**config.mk**
```make
export PLATFORM = sky130hd
export DESIGN_NAME = div_restoring_16bit
export DESIGN_NICKNAME = d
export VERILOG_FILES = /design/src/rtl/alu_pkg.sv /design/src/rtl/div_step.sv /design/src/rtl/div_restoring_16bit.sv
export SDC_FILE = /design/constraint.sdc
export NUM_CORES = 1
export LEC_CHECK = 0
export ABC_AREA = 1
export CORE_MARGIN = 8
export CORE_UTILIZATION = 30
export DETAILED_ROUTE_END_ITERATION = 8
export PLACE_DENSITY = 0.51
export REMOVE_ABC_BUFFERS = 1
export SETUP_SLACK_MARGIN = 0.05
export SLEW_MARGIN = 5
export SYNTH_ARGS = -nofsm -noshare
export SYNTH_HDL_FRONTEND = slang
export SYNTH_HIERARCHICAL = 1
export SYNTH_SLANG_ARGS = --single-unit
```
**constraint.sdc**
```tcl
create_clock -name clk -period 7.4 [get_ports clk]
set_clock_uncertainty 0.15 [all_clocks]
set_input_delay 0.74 -clock clk [delete_from_list [all_inputs] [get_ports clk]]
set_output_delay 0.74 -clock clk [all_outputs]
set_load 0.005 [all_outputs]
```
**src/rtl/alu_pkg.sv**
```systemverilog
// Shared ALU definitions: divider width, divider FSM states, iteration counter width.
// No logic; types and constants only.
// Consumers import with alu_pkg::*.
package alu_pkg;

  localparam int DIV_WIDTH = 16;
  localparam int DIV_CNT_W = $clog2(DIV_WIDTH);

  typedef enum logic [1:0] {
    S_IDLE = 2'd0,
    S_RUN  = 2'd1,
    S_DONE = 2'd2
  } div_state_e;

endpackage

```
**src/rtl/div_step.sv**
```systemverilog
// One restoring-division iteration: trial subtract of D from the shifted partial remainder.
// Purely combinational, zero cycles.
// No flow control; the caller decides when the result is registered.
module div_step #(
  parameter int WIDTH = 16
) (
  input  logic [WIDTH:0]   r_shifted,
  input  logic [WIDTH-1:0] d,
  output logic [WIDTH:0]   r_next,
  output logic             q_bit
);

  logic [WIDTH:0] trial;

  // Subtract at WIDTH+1 bits so the top bit is a clean borrow; keep the trial only if no borrow.
  always_comb begin
    trial  = r_shifted - {1'b0, d};
    q_bit  = ~trial[WIDTH];
    r_next = q_bit ? trial : r_shifted;
  end

endmodule

```
**src/rtl/div_restoring_16bit.sv**
```systemverilog
// Unsigned restoring divider: quotient/remainder from dividend/divisor, one bit per clock.
// Latency WIDTH+1 cycles from accepted start to done (1 cycle for divide-by-zero).
// No backpressure: start is ignored while busy; results are held until the next accepted start.
module div_restoring_16bit
  import alu_pkg::*;
#(
  parameter int WIDTH = DIV_WIDTH
) (
  input  logic             clk,
  input  logic             rst_n,
  input  logic             start,
  input  logic [WIDTH-1:0] dividend,
  input  logic [WIDTH-1:0] divisor,
  output logic             busy,
  output logic             done,
  output logic [WIDTH-1:0] quotient,
  output logic [WIDTH-1:0] remainder,
  output logic             div_by_zero
);

  localparam int                CNT_W = (WIDTH > 1) ? $clog2(WIDTH) : 1;
  localparam logic [CNT_W-1:0]  LAST  = CNT_W'(WIDTH - 1);

  div_state_e       state, state_nxt;
  logic [WIDTH-1:0] q_sh;
  logic [WIDTH:0]   r_part;
  logic [WIDTH-1:0] d_reg;
  logic [CNT_W-1:0] count;

  logic             accept;
  logic             div_zero_in;
  logic [WIDTH:0]   r_shifted;
  logic [WIDTH:0]   r_step;
  logic             q_bit;
  logic [WIDTH-1:0] q_step;

  // A new operation is taken whenever the core is not iterating.
  assign accept      = start && (state != S_RUN);
  assign div_zero_in = (divisor == '0);

  // Shift {R,Q} left by one; the quotient MSB feeds the remainder LSB.
  assign r_shifted = (r_part << 1) | {{WIDTH{1'b0}}, q_sh[WIDTH-1]};
  assign q_step    = {q_sh[WIDTH-2:0], q_bit};

  div_step #(
    .WIDTH (WIDTH)
  ) u_step (
    .r_shifted (r_shifted),
    .d         (d_reg),
    .r_next    (r_step),
    .q_bit     (q_bit)
  );

  // State register.
  always_ff @(posedge clk) begin
    if (!rst_n) begin
      state <= S_IDLE;
    end else begin
      state <= state_nxt;
    end
  end

  // Next-state: DONE behaves like IDLE so a start there runs back-to-back.
  always_comb begin
    state_nxt = state;
    case (state)
      S_IDLE, S_DONE: begin
        if (start) begin
          state_nxt = div_zero_in ? S_DONE : S_RUN;
        end else begin
          state_nxt = S_IDLE;
        end
      end
      S_RUN: begin
        if (count == LAST) begin
          state_nxt = S_DONE;
        end
      end
      default: state_nxt = S_IDLE;
    endcase
  end

  // Datapath: operand capture on accept, one iteration per RUN cycle, result capture on the last one.
  always_ff @(posedge clk) begin
    if (!rst_n) begin
      q_sh        <= '0;
      r_part      <= '0;
      d_reg       <= '0;
      count       <= '0;
      quotient    <= '0;
      remainder   <= '0;
      div_by_zero <= 1'b0;
    end else if (accept) begin
      if (div_zero_in) begin
        quotient    <= '1;
        remainder   <= dividend;
        div_by_zero <= 1'b1;
      end else begin
        q_sh        <= dividend;
        r_part      <= '0;
        d_reg       <= divisor;
        count       <= '0;
        div_by_zero <= 1'b0;
      end
    end else if (state == S_RUN) begin
      q_sh   <= q_step;
      r_part <= r_step;
      count  <= count + 1'b1;
      if (count == LAST) begin
        quotient  <= q_step;
        remainder <= r_step[WIDTH-1:0];
      end
    end
  end

  // Moore status outputs decoded from the state register only.
  assign busy = (state == S_RUN);
  assign done = (state == S_DONE);

endmodule

```
== Word-level counts from Yosys, hierarchy flattened ==
Index checks and enable logic that the tools add are counted.

* Register bits after elaboration: 87
* Input bits: 35
* Output and inout bits: 35
* Logic and storage cells: 52

* $add $sub $neg: 2
* Eq/ne operators: 7
* Mux-type cells: 23
* Bitwise logic cells: 3
* Reductions and logical operators: 9

{| class="wikitable"
|+ Operators with widths
! kind !! number
|-
| $mux 16 || 15
|-
| $or 17x1->17 || 1
|-
| $sub 17x16->17 || 1
|-
| $logic_not 16->1 || 1
|-
| $mux 4 || 3
|-
| $mux 2 || 3
|-
| $ne 2x1->1 const B || 3
|-
| $add 4x1->4 const B || 1
|-
| $eq 4x4->1 const B || 1
|-
| $pmux 2 s2 || 1
|-
| $reduce_and 2->1 || 2
|-
| $reduce_bool 2->1 || 2
|-
| $reduce_and 3->1 || 1
|-
| $eq 2x1->1 const B || 1
|-
| $eq 2x2->1 const B || 1
|-
| $logic_not 2->1 || 1
|-
| $ne 2x2->1 const B || 1
|-
| $not 1->1 || 2
|-
| $reduce_or 2->1 || 1
|-
| $logic_and 1x1->1 || 1
|-
| $mux 1 || 1
|}

== Longest topological paths before layout ==
Gate-level depths: netlist (run 1).

* Depth in word-level cells: 6
* Depth in mapped cells: 20
* Depth with buffers taken out: 19

== Hierarchy ==
Netlist (run 1), hierarchy kept.

{| class="wikitable"
|+ Modules (own cells, without submodules)
! module !! instances !! cells each !! area each (um^2) !! seq. area each (um^2)
|-
| div_restoring_16bit || 1 || 511 || 3729.8 || 1741.7
|-
| div_step || 1 || 251 || 1253.7 || 0.0
|}

== Worst setup path after synthesis (run 1) ==
No wires, ideal clock.

* Kind: reg2reg
* Start: register q_sh[15]
* End: register remainder[0]
* Arrival time: 2519 ps
* Data required time: 7137 ps
* Path slack: 4618 ps
* Cell stages (with the launch flop): 20
* Cell sequence: dfxtp_1 -> inv_1 -> ha_1 -> fa_1 -> inv_1 -> nand3_1 -> nand3_1 -> nand3_1 -> nand3_1 -> nand2_1 -> nand3b_1 -> ha_1 -> buf_4 -> inv_1 -> buf_2 -> o21ai_0 -> nand2_1 -> nand2_1 -> nor2_1 -> nor2_1

* Longest elaborated chain between the ends: 6

{| class="wikitable"
|+ RTL lines
! what !! line !! RTL
|-
| start, declared || div_restoring_16bit.sv:25 || <nowiki>logic [WIDTH-1:0] q_sh;</nowiki>
|-
| start signal, assigned || div_restoring_16bit.sv:99 || <nowiki>q_sh <= dividend;</nowiki>
|-
| start signal, assigned || div_restoring_16bit.sv:106 || <nowiki>q_sh <= q_step;</nowiki>
|-
| $or 17x1->17 * || div_restoring_16bit.sv:42 || <nowiki>assign r_shifted = (r_part << 1) | {{WIDTH{1'b0}}, q_sh[WIDTH-1]};</nowiki>
|-
| $sub 17x16->17 || div_step.sv:17 || <nowiki>trial = r_shifted - {1'b0, d};</nowiki>
|-
| $mux 16 * || div_step.sv:19 || <nowiki>r_next = q_bit ? trial : r_shifted;</nowiki>
|-
| net r_step[0] || div_restoring_16bit.sv:33 || <nowiki>logic [WIDTH:0] r_step;</nowiki>
|-
| $mux 16 * || div_restoring_16bit.sv:109 || <nowiki>if (count == LAST) begin</nowiki>
|-
| $mux 16 * || div_restoring_16bit.sv:105 || <nowiki>end else if (state == S_RUN) begin</nowiki>
|-
| $mux 16 * || div_restoring_16bit.sv:93 || <nowiki>end else if (accept) begin</nowiki>
|-
| end signal, assigned || div_restoring_16bit.sv:96 || <nowiki>remainder <= dividend;</nowiki>
|-
| end signal, assigned || div_restoring_16bit.sv:111 || <nowiki>remainder <= r_step[WIDTH-1:0];</nowiki>
|-
| end, declared || div_restoring_16bit.sv:17 || <nowiki>output logic [WIDTH-1:0] remainder,</nowiki>
|}

Mark *: on every way through the listed nets, which the timed path passes. The rest lies on a longest branch. The select of a mux whose other input is x is not followed.
A chain may end at the register's enable or synchronous reset.

== Worst setup path after layout (run 1) ==
* Start: register state[0]
* End: register q_sh[15]

* Longest elaborated chain between the ends: 4

{| class="wikitable"
|+ RTL lines
! what !! line !! RTL
|-
| start, declared || div_restoring_16bit.sv:24 || <nowiki>div_state_e state, state_nxt;</nowiki>
|-
| start signal, assigned || div_restoring_16bit.sv:59 || <nowiki>state <= state_nxt;</nowiki>
|-
| $ne 2x1->1 || div_restoring_16bit.sv:38 || <nowiki>assign accept = start && (state != S_RUN);</nowiki>
|-
| $logic_and 1x1->1 || div_restoring_16bit.sv:38 ||
|-
| $ne 2x2->1 (no source line) / $reduce_bool 2->1 (equally long branches) || - ||
|-
| $reduce_and 2->1 (no source line) || - ||
|}

Parallel ways exist; a longest one is shown, timed or not.

==> metrics.md, run 1 <==
| Metric | Value |
|---|---|
| Final Wtd Congestion | `0.835` |
| Antenna violations before repair | `0` |
| Fin. max-slew vios | `0` |
| TritonCTS clock tree | `yes` |
| Number of vias per cell | `4.65` |
| First-pass GRT wire length | `24,400 µm` |
| Synthesized cell area | `0.00498 mm²` |
| Post-synth cell types | `32` |
| Worst hold path depth | `2` |
| Dominant cell type by area after synthesis | `dfxtp_1` |
| Remaining global-route overflow | `0` |
| Worst EP arrival | `3.60 ns` |
| Postcts setup bufs | `0` |
| Pre-antenna DRT Iters | `5` |
| Power Density | `353 mW/mm²` |
| Initial Utilization | `0.304` |
| Synth warn | `6` |
| Area Growth Syn to Fin | `22.3%` |
| WHS Endpoint | `quotient[9]` |
| Top cells by area, synth | `dfxtp_1 (35%), nand2_1 (19%), nand3_1 (7.0%)` |
| Seq/Total Area, Yosys | `0.349` |
| Placed Instances | `1,018` |
| VDD IR-drop max | `0.000137 V` |
| Number of remaining DRC errors | `0` |
| DIE HEIGHT | `145 µm` |
| Seq cells post-synth | `87` |
| Finished Layout Cells | `1,034` |
| Most common cell in the netlist | `nand2_1` |
| Nets | `863` |
| Async set-reset flop share out of synthesis | `0` |
| RR Startpoint | `state[0]` |
| Global route hottest layer | `met2` |
| Share of cells above drive strength 1 | `0.0602` |
| TNS Setup | `0 ns` |
| Vias | `4,809` |
| Die ar. | `0.0210 mm²` |
| Worst Path Required | `7.44 ns` |
| Area after DPL | `0.00580 mm²` |
| Post-CTS sizing | `0` |
| Final critical-path required period | `3.56 ns` |
| Core area | `0.0164 mm²` |
| Global Route met2 Usage | `0.242` |
| F_max | `281 MHz` |
| Final setup violating endpoints | `0` |
| Clk_lat worst skew | `0.35 ns` |
| CTS root buf | `clkbuf_16` |
| EDFF count, synth | `0` |
| Gate Count Post-Synth | `762` |
| Crit path kind | `reg2reg` |
| GRT Resource Usage Total | `0.147` |
| Critical Path End Type | `register` |
| CTS Buf Count | `9` |
| Leak Pwr | `2.91 nW` |
| Met1 GRT Util | `0.193` |
| Worst r2r path cells | `10` |
| Tcrit/Tclk final | `0.481` |
| Status | `finished clean` |
| CTS H-tree depth | `3` |
| Vias in the first global route | `4,855` |
| Final wirelength | `14,800 µm` |
| R2R Path End | `q_sh[15]` |
| Fin Hold WS | `0.314 ns` |
| Clock slew at reported path FFs | `0.07 ns` |
| RSZ-0062 raised after global routing | `no` |
| CTS Sinks | `87` |
| Fill cells | `1,789` |
| Clk buf depth | `2` |
| Hold_buf cts | `0` |
| Die width | `145 µm` |
| Critical-path maximum fanout | `43` |
| Hold Crit Start | `quotient[9]` |
| IO Port Bufs | `69` |
| Tot Pwr | `0.00215 W` |
| Share of the synthesized area in the top cell type | `0.349` |
| Routed WL per cell | `14.4 µm` |
| Inserted Diodes | `0` |
| R2R Setup Slk | `3.84 ns` |
| Most used flip-flop cell after synthesis | `dfxtp_1` |
| Final Hold Fails | `0` |
| Initial DRC Count | `293` |
| IO Pins | `70` |
| Max-cap violations | `0` |
| Synth Area per Inst | `6.54 µm²` |
| HP Class | `reg2reg` |
| Fin area | `0.00609 mm²` |
| Slew headroom | `0.323` |
| Met3 Use GR | `0.0253` |
| HPWL after DPL | `10,400 µm` |
| Crit start category | `register` |
| Worst slew pin tran | `1.01 ns` |
| Final ANT Viol Nets | `0` |
| Synth top cells by count | `nand2_1 (256), dfxtp_1 (87), inv_1 (74)` |
| Row Count | `47` |
| Pin count of the biggest net entering global routing | `54` |
==> cells by family after synthesis <==
| group | share of synthesized area |
|---|---|
| AOI/OAI and AO/OA | 0.116 |
| xor gates and xnor gates | 0.00879 |
| adders and majority gates | 0.0492 |
| and+or+nand+nor | 0.377 |
| buffers and inverters | 0.0994 |
| DFF | 0.349 |
==> where the power goes <==
group / internal, W / switching (W) / leakage (nW)
clock: 0.000264 / 0.000202 / 0.143
combinational: 0.000380 / 0.000759 / 2.06
sequential: 0.000510 / 0.0000374 / 0.706
==> routing by layer <==
layer,wire (µm),share of wire
met4,152,0.010
met5,0,0
met1,7270,0.49
met2,6760,0.46
met3,652,0.044
==> cell type report <==
cell class	instances	area (µm²)	area share
Tap cell	220	275	0.0452
Inverter	84	320	0.0526
Timing Repair Buffer	72	713	0.117
Multi-Input combinational cell	555	2750	0.451
Clock inverter	6	68.8	0.0113
Clock buffer	10	229	0.0376
Sequential cell	87	1740	0.286
==> critical path: stages, from the launching register on <==
cell     delay [ns]
dfxtp_1        0.35
inv_2          0.06
nor2_4         0.49
inv_4          0.34
nand2_4        0.43
inv_4          0.27
nand2_2        0.26
buf_4          0.49
nand2_4        0.27
nand2_1        0.15
a21oi_1        0.06
==> how the worst max path moves through the flow <==
stage                          start      endpoint  slack, ns  cells after the start
after floorplan             q_sh[15]  remainder[2]       4.49                     19
after global placement    divisor[0]      q_sh[15]       3.71                     10
after detailed placement  divisor[3]      q_sh[15]       3.76                     10
after CTS                   state[0]      q_sh[15]       3.79                     10
after global routing        q_sh[15]  remainder[3]       3.51                     17
final                       state[0]      q_sh[15]       3.84                     10
==> per-stage QoR <==
step,worst slack [ns],util
6_report,3.84,0.371
5_1_grt,3.51,0.371
4_1_cts,3.79,0.371
3_5_place_dp,3.76,0.353
3_3_place_gp,3.71,0.353
2_1_floorplan,4.49,-
==> placed cells by master (no fill, tap or decap), types with 5 or more instances in the layout <==
master           synthesis  routed
a21oi_1                 61      61
clkbuf_16                0       9
clkdlybuf4s50_1          0      69
dfxtp_1                 87      87
ha_1                    18      18
inv_1                   74      74
inv_2                    8       8
nand2_1                256     256
nand2_2                  6       6
nand2_4                  6       6
nand3_1                 70      70
nand3b_1                19      19
nor2_1                  52      52
o21ai_0                 24      24
o21ai_1                  5       5
o21bai_1                16      16
(Power assumes the default switching activity.)
==> inputs of run 2 (changes only) <==
==> constraint.sdc (replaced) <==
create_clock -name clk -period 3.46 [get_ports clk]
set_clock_uncertainty 0.15 [all_clocks]
set_input_delay 0.346 -clock clk [delete_from_list [all_inputs] [get_ports clk]]
set_output_delay 0.346 -clock clk [all_outputs]
set_load 0.005 [all_outputs]
==> run 2 against run 1 <==
Cell count is 0.77% higher. Clock power is 120% higher. Count of clock-buffer cells in the layout is 1 lower. Sequential power is 120% higher. Fmax is 18% higher. Sequential share of layout area is 0.35 points lower. Setup slack worse by 3.4 ns. Design area is 1.3% higher. Non-clock buffer count is 8 higher. Largest power group unchanged. Critical path depth is 9 higher. Critical path type unchanged. Combinational power is 120% higher.
==> metrics.md, run 2 (same netlist as run 1, synthesis figures left out) <==
| Metric | Value |
|---|---|
| Final Hold Fails | `0` |
| TritonCTS clock tree | `yes` |
| Crit. Startpoint | `q_sh[15]` |
| Critical path's most frequent cell | `nand2_1` |
| CTS Sinks | `87` |
| Routed WL per cell | `14.2 µm` |
| Worst path slowest cell | `dfxtp_1` |
| CTS H-tree depth | `3` |
| Row Count | `47` |
| Status | `finished clean` |
| Postcts setup bufs | `0` |
| GRT Resource Usage Total | `0.146` |
| Antenna violations before repair | `0` |
| CTS root buf | `clkbuf_16` |
| Most common cell after layout, fill and taps aside | `nand2_1` |
| DIE HEIGHT | `145 µm` |
| Final critical-path required period | `3.02 ns` |
| Fin. max-slew vios | `0` |
| Most frequent cells in the layout | `nand2_1 (256), dfxtp_1 (87), inv_1 (73)` |
| Clk buf depth | `2` |
| Die width | `145 µm` |
| Clock slew at reported path FFs | `0.07 ns` |
| Final Wtd Congestion | `0.832` |
| Tcrit/Tclk final | `0.872` |
| RR Startpoint | `q_sh[15]` |
| Slew headroom | `0.313` |
| Number of remaining DRC errors | `0` |
| IO Port Bufs | `69` |
| Worst Path Required | `3.55 ns` |
| IO Pins | `70` |
| Final setup violating endpoints | `0` |
| Power Density | `760 mW/mm²` |
| Share of cells above drive strength 1 | `0.0718` |
| Worst EP arrival | `3.11 ns` |
| HPWL after DPL | `10,500 µm` |
| Max stage delay on crit path | `0.36 ns` |
| WP buf/inv | `4` |
| Critical Path End Type | `register` |
| Die ar. | `0.0210 mm²` |
| Core Util, Final | `0.376` |
| Vias | `4,750` |
| R2R Setup Slk | `0.44 ns` |
| Max-cap violations | `0` |
| First-pass GRT wire length | `23,800 µm` |
| Vias in the first global route | `4,705` |
| Initial Utilization | `0.304` |
| Core area | `0.0164 mm²` |
| CP Depth | `19` |
| Area Growth Syn to Fin | `23.8%` |
| Pre-antenna DRT Iters | `4` |
| CTS Buf Count | `9` |
| Crit path kind | `reg2reg` |
| Final wirelength | `14,800 µm` |
| Initial DRC Count | `239` |
| TNS Setup | `0 ns` |
| Cell family with most CP delay | `simple AND/OR/NAND/NOR gates` |
| Crit start category | `register` |
| Clk_lat worst skew | `0.35 ns` |
| Remaining global-route overflow | `0` |
| Critical-path maximum fanout | `17` |
| HP Class | `reg2reg` |
| Inserted Diodes | `0` |
| CP cell instances | `inv_1 -> ha_1 -> fa_1 -> inv_1 -> nand3_1 -> nand3_1 -> nand3_1 -> nand3_1 -> nand2_1 -> nand3b_1 -> ha_1 -> clkinvlp_4 -> buf_4 -> nand2_1 -> nand2_1 -> nand2_1 -> nand2_1 -> nor2_1 -> nor2_1` |
| Tot Pwr | `0.00469 W` |
| RSZ-0062 raised after global routing | `no` |
| F_max | `332 MHz` |
| Number of vias per cell | `4.56` |
| Nets | `871` |
| Worst r2r path cells | `19` |
| R2R Path End | `remainder[13]` |
| Critical Path Sink | `remainder[13]` |
| Pin count of the biggest net entering global routing | `54` |
| VDD IR-drop max | `0.000313 V` |
| Worst slew pin tran | `1.03 ns` |
| Post-CTS sizing | `0` |
| Final ANT Viol Nets | `0` |
| Hold_buf cts | `0` |
| Leak Pwr | `2.95 nW` |
## run 2: cell types whose count changed in the layout (fill, tap and decap cells not counted)
| cell | delta |
|---|---|
| buf_12 | +1 |
| inv_1 | -1 |
| inv_6 | -1 |
| clkbuf_1 | -1 |
| buf_4 | +7 |
| clkinv_2 | +1 |
| clkinvlp_4 | +2 |
## run 2: final cells by class
cell class,count,area (µm²)
clock inverter,7,72.6
timing repair buffer,80,786
tap,220,275
multi-input combinational,555,2750
inverter,84,324
sequential,87,1740
fill,1836,10200
clock buffer,9,225
## run 2: worst min-delay path by stage
stage | from | to | slack (ns) | depth (start not counted)
after global placement | quotient[15] | quotient[15] | 0.30 | 2
final | d_reg[8] | d_reg[8] | 0.31 | 2
after global routing | d_reg[13] | d_reg[13] | 0.33 | 2
after detailed placement | quotient[8] | quotient[8] | 0.30 | 2
after floorplan | d_reg[10] | d_reg[10] | 0.29 | 2
after CTS | d_reg[13] | d_reg[13] | 0.31 | 2
## run 2: power by group
part	internal [W]	switching [W]
Combinational	0.000877	0.00162
Sequential	0.00109	0.0000907
Clock	0.000562	0.000445
Total	0.00253	0.00216
## run 2: worst reg2reg max path: stages, from the launching register on
cell        delay (ns)
dfxtp_1           0.36
inv_1             0.05
ha_1              0.21
fa_1              0.35
inv_1             0.11
nand3_1           0.08
nand3_1           0.13
nand3_1           0.11
nand3_1           0.10
nand2_1           0.06
nand3b_1          0.09
ha_1              0.19
clkinvlp_4        0.26
buf_4             0.26
nand2_1           0.06
nand2_1           0.06
nand2_1           0.07
nand2_1           0.06
nor2_1            0.10
nor2_1            0.06
## run 2: through the flow
stage               cells  cell area (µm²)  hold slack, ns  setup WS [ns]
global route         1042             6170           0.333         0.0723
detailed placement   1026             5870           0.301          0.390
floorplan             726             4810           0.291          0.545
CTS                  1042             6170           0.314          0.350
finish               1042             6170           0.312          0.444
global placement     1026             5870           0.301          0.448
## run 2: metal layers
metal	wire, µm	vias to the layer above	global-route usage
met2	6730	77	0.241
li1	-	2526	-
met3	750	9	0.0381
met1	7260	2138	0.188
met4	97	0	0.0263
met5	0	-	0
==> patch (settings of run 1) <==
Encoding of `div_state_e`: now one-hot (3 bits for 3 states).
--- a/src/rtl/alu_pkg.sv
+++ b/src/rtl/alu_pkg.sv
@@ -7,8 +7,8 @@
   localparam int DIV_CNT_W = $clog2(DIV_WIDTH);
 
-  typedef enum logic [1:0] {
-    S_IDLE = 2'd0,
-    S_RUN  = 2'd1,
-    S_DONE = 2'd2
+  typedef enum logic [2:0] {
+    S_IDLE = 3'b001,
+    S_RUN  = 3'b010,
+    S_DONE = 3'b100
   } div_state_e;
 
Behaviour: no difference found for any inputs over 10 cycles, from zero or initial values and one cycle with rst_n low; not proved beyond that.
==> patch against run 1 <==
- area after synthesis increased by 1.8%
- synthesized cell count increased by 4.7%
- sequential cell count increased by 1
- first-iteration DRC count decreased by 1.4%
- setup slack improved by 120 ps
- critical path depth increased by 9
- wire length decreased by 1.1%
- design area increased by 0.76%
Power is not compared: it rests on default switching activity, and its combinational part moved more than twofold at a synthesized area within 25%.
==> patch: results <==
[yosys]
ys_seq_area_frac = 0.347
ys_top_cells_by_area = dfxtp_1 35%, nand2_1 19%, a21oi_1 8.0%
ys_top_cells_by_count = 262 x nand2_1, 94 x inv_1, 88 x dfxtp_1
avgSynthCellArea_um2 = 6.35
ys_async_sr_fraction = 0
synthDistinctLibCells = 30

[placed_design]
place_congestion = 0.818
placed_area_um2 = 5870
hpwl_mm = 10.5

[route]
wl_per_cell_um = 13.7
vias = 4885
ant_nets = 0
first_iter_violations = 289

[worst_setup_path]
cp_slowest_cell = inv_1
worstPathArrival_ps = 3540
path_max_fanout = 23
slowest_delay_ps = 500

[grt]
gr-usage-met2 = 0.234
met1_usage = 0.178
grtUsageMet3 = 0.0324
first_global_vias = 4782
grt_pass1_wl_mm = 24.5
grt_max_degree = 54
grtUsageTotal = 0.140
antenna_found_initial = 0

[flow_run]
maxCapViolCount = 0

[cts]
cts_resized = 0
cts_buffers = 9
postCtsSetupBuffers = 0
cts.clk_slew.worst_paths_ps = 70
cts_max_level = 3

[timing]
slew_violations = 0
relSlewSlack = 0.571

[pwr]
ir_worst_vdd_mv = 0.107
p_int_mw = 0.803

[run_status]
status = complete, no violations

[finish]
diodes = 0
final_layout_size_suffix_gt1_frac = 0.0554
stdcell_count = 1068
nFillCells = 1843
final_nets = 897
## patch: changes by cell type in the layout (fill, tap and decap cells not counted), moves of 2 or more
| cell | delta |
|---|---|
| nor2_2 | -2 |
| nand3b_1 | -16 |
| o21bai_1 | -16 |
| inv_1 | +20 |
| a21oi_1 | +20 |
| nor2_1 | +17 |
| o21ai_1 | -2 |
| nand2_1 | +6 |
| nand3_1 | +2 |
| clkinvlp_4 | +2 |
| inv_6 | -2 |
| o211ai_1 | +5 |
## patch: layout make-up
class                   count  area, µm²  area share
well taps                 220        275      0.0448
flip-flops and latches     88       1760       0.287
multi-input cells         569       2720       0.443
clock inverters             5       32.5     0.00530
repair buffers             73        721       0.117
clock buffers              11        243      0.0395
inverters                 102        385      0.0628
## patch: kinds of logic (layout without fill, tap and decap cells)
logic type,after synthesis,count (layout),synth area share
and+or+nand+nor,432,432,0.365
xor gates and xnor gates,5,5,0.00864
adders and majority gates,19,19,0.0484
AOI/OAI and AO/OA,113,113,0.115
buffers and inverters,141,191,0.116
DFF,88,88,0.347
## patch: worst paths after layout
path	from	endpoint	slack, ps	cells past startpoint
worst max-delay path	q_sh[15]	remainder[2]	3960	19
worst min-delay path	d_reg[14]	d_reg[14]	310	2
worst max register to register	q_sh[15]	remainder[2]	3960	19
worst min register to register	d_reg[14]	d_reg[14]	310	2
## patch: worst max-delay path, delay by kind of cell (launching register included)
| family | cells | cell delay, ps |
|---|---|---|
| AOI/OAI and AO/OA | 2 | 200 |
| adders and majority gates | 3 | 940 |
| DFF | 1 | 350 |
| buffers and inverters | 3 | 670 |
| and+or+nand+nor | 11 | 1040 |
## patch: power by group through the flow
stage	registers [mW]	clock network, mW	logic [mW]
3_5_place_dp	0.512	0	0.197
2_1_floorplan	0.510	0	0.121
6_report	0.501	0.436	0.195
4_1_cts	0.501	0.448	0.198
5_1_grt	0.503	0.465	0.222
3_3_place_gp	0.512	0	0.198
## patch: metal layers
layer / routed length [µm] / up-vias / share of wire
li1: - / 2589 / -
met1: 7160 / 2206 / 0.49
met2: 6810 / 78 / 0.46
met3: 553 / 12 / 0.038
met4: 155 / 0 / 0.011
met5: 0 / - / 0
## patch: per-stage QoR
stage | hold slack (ps) | utilization | setup WS [ps]
floorplan | 291 | - | 4490
global placement | 302 | 0.354 | 3920
detailed placement | 303 | 0.354 | 3940
CTS | 313 | 0.370 | 3980
global route | 333 | 0.370 | 3630
finish | 310 | 0.370 | 3960
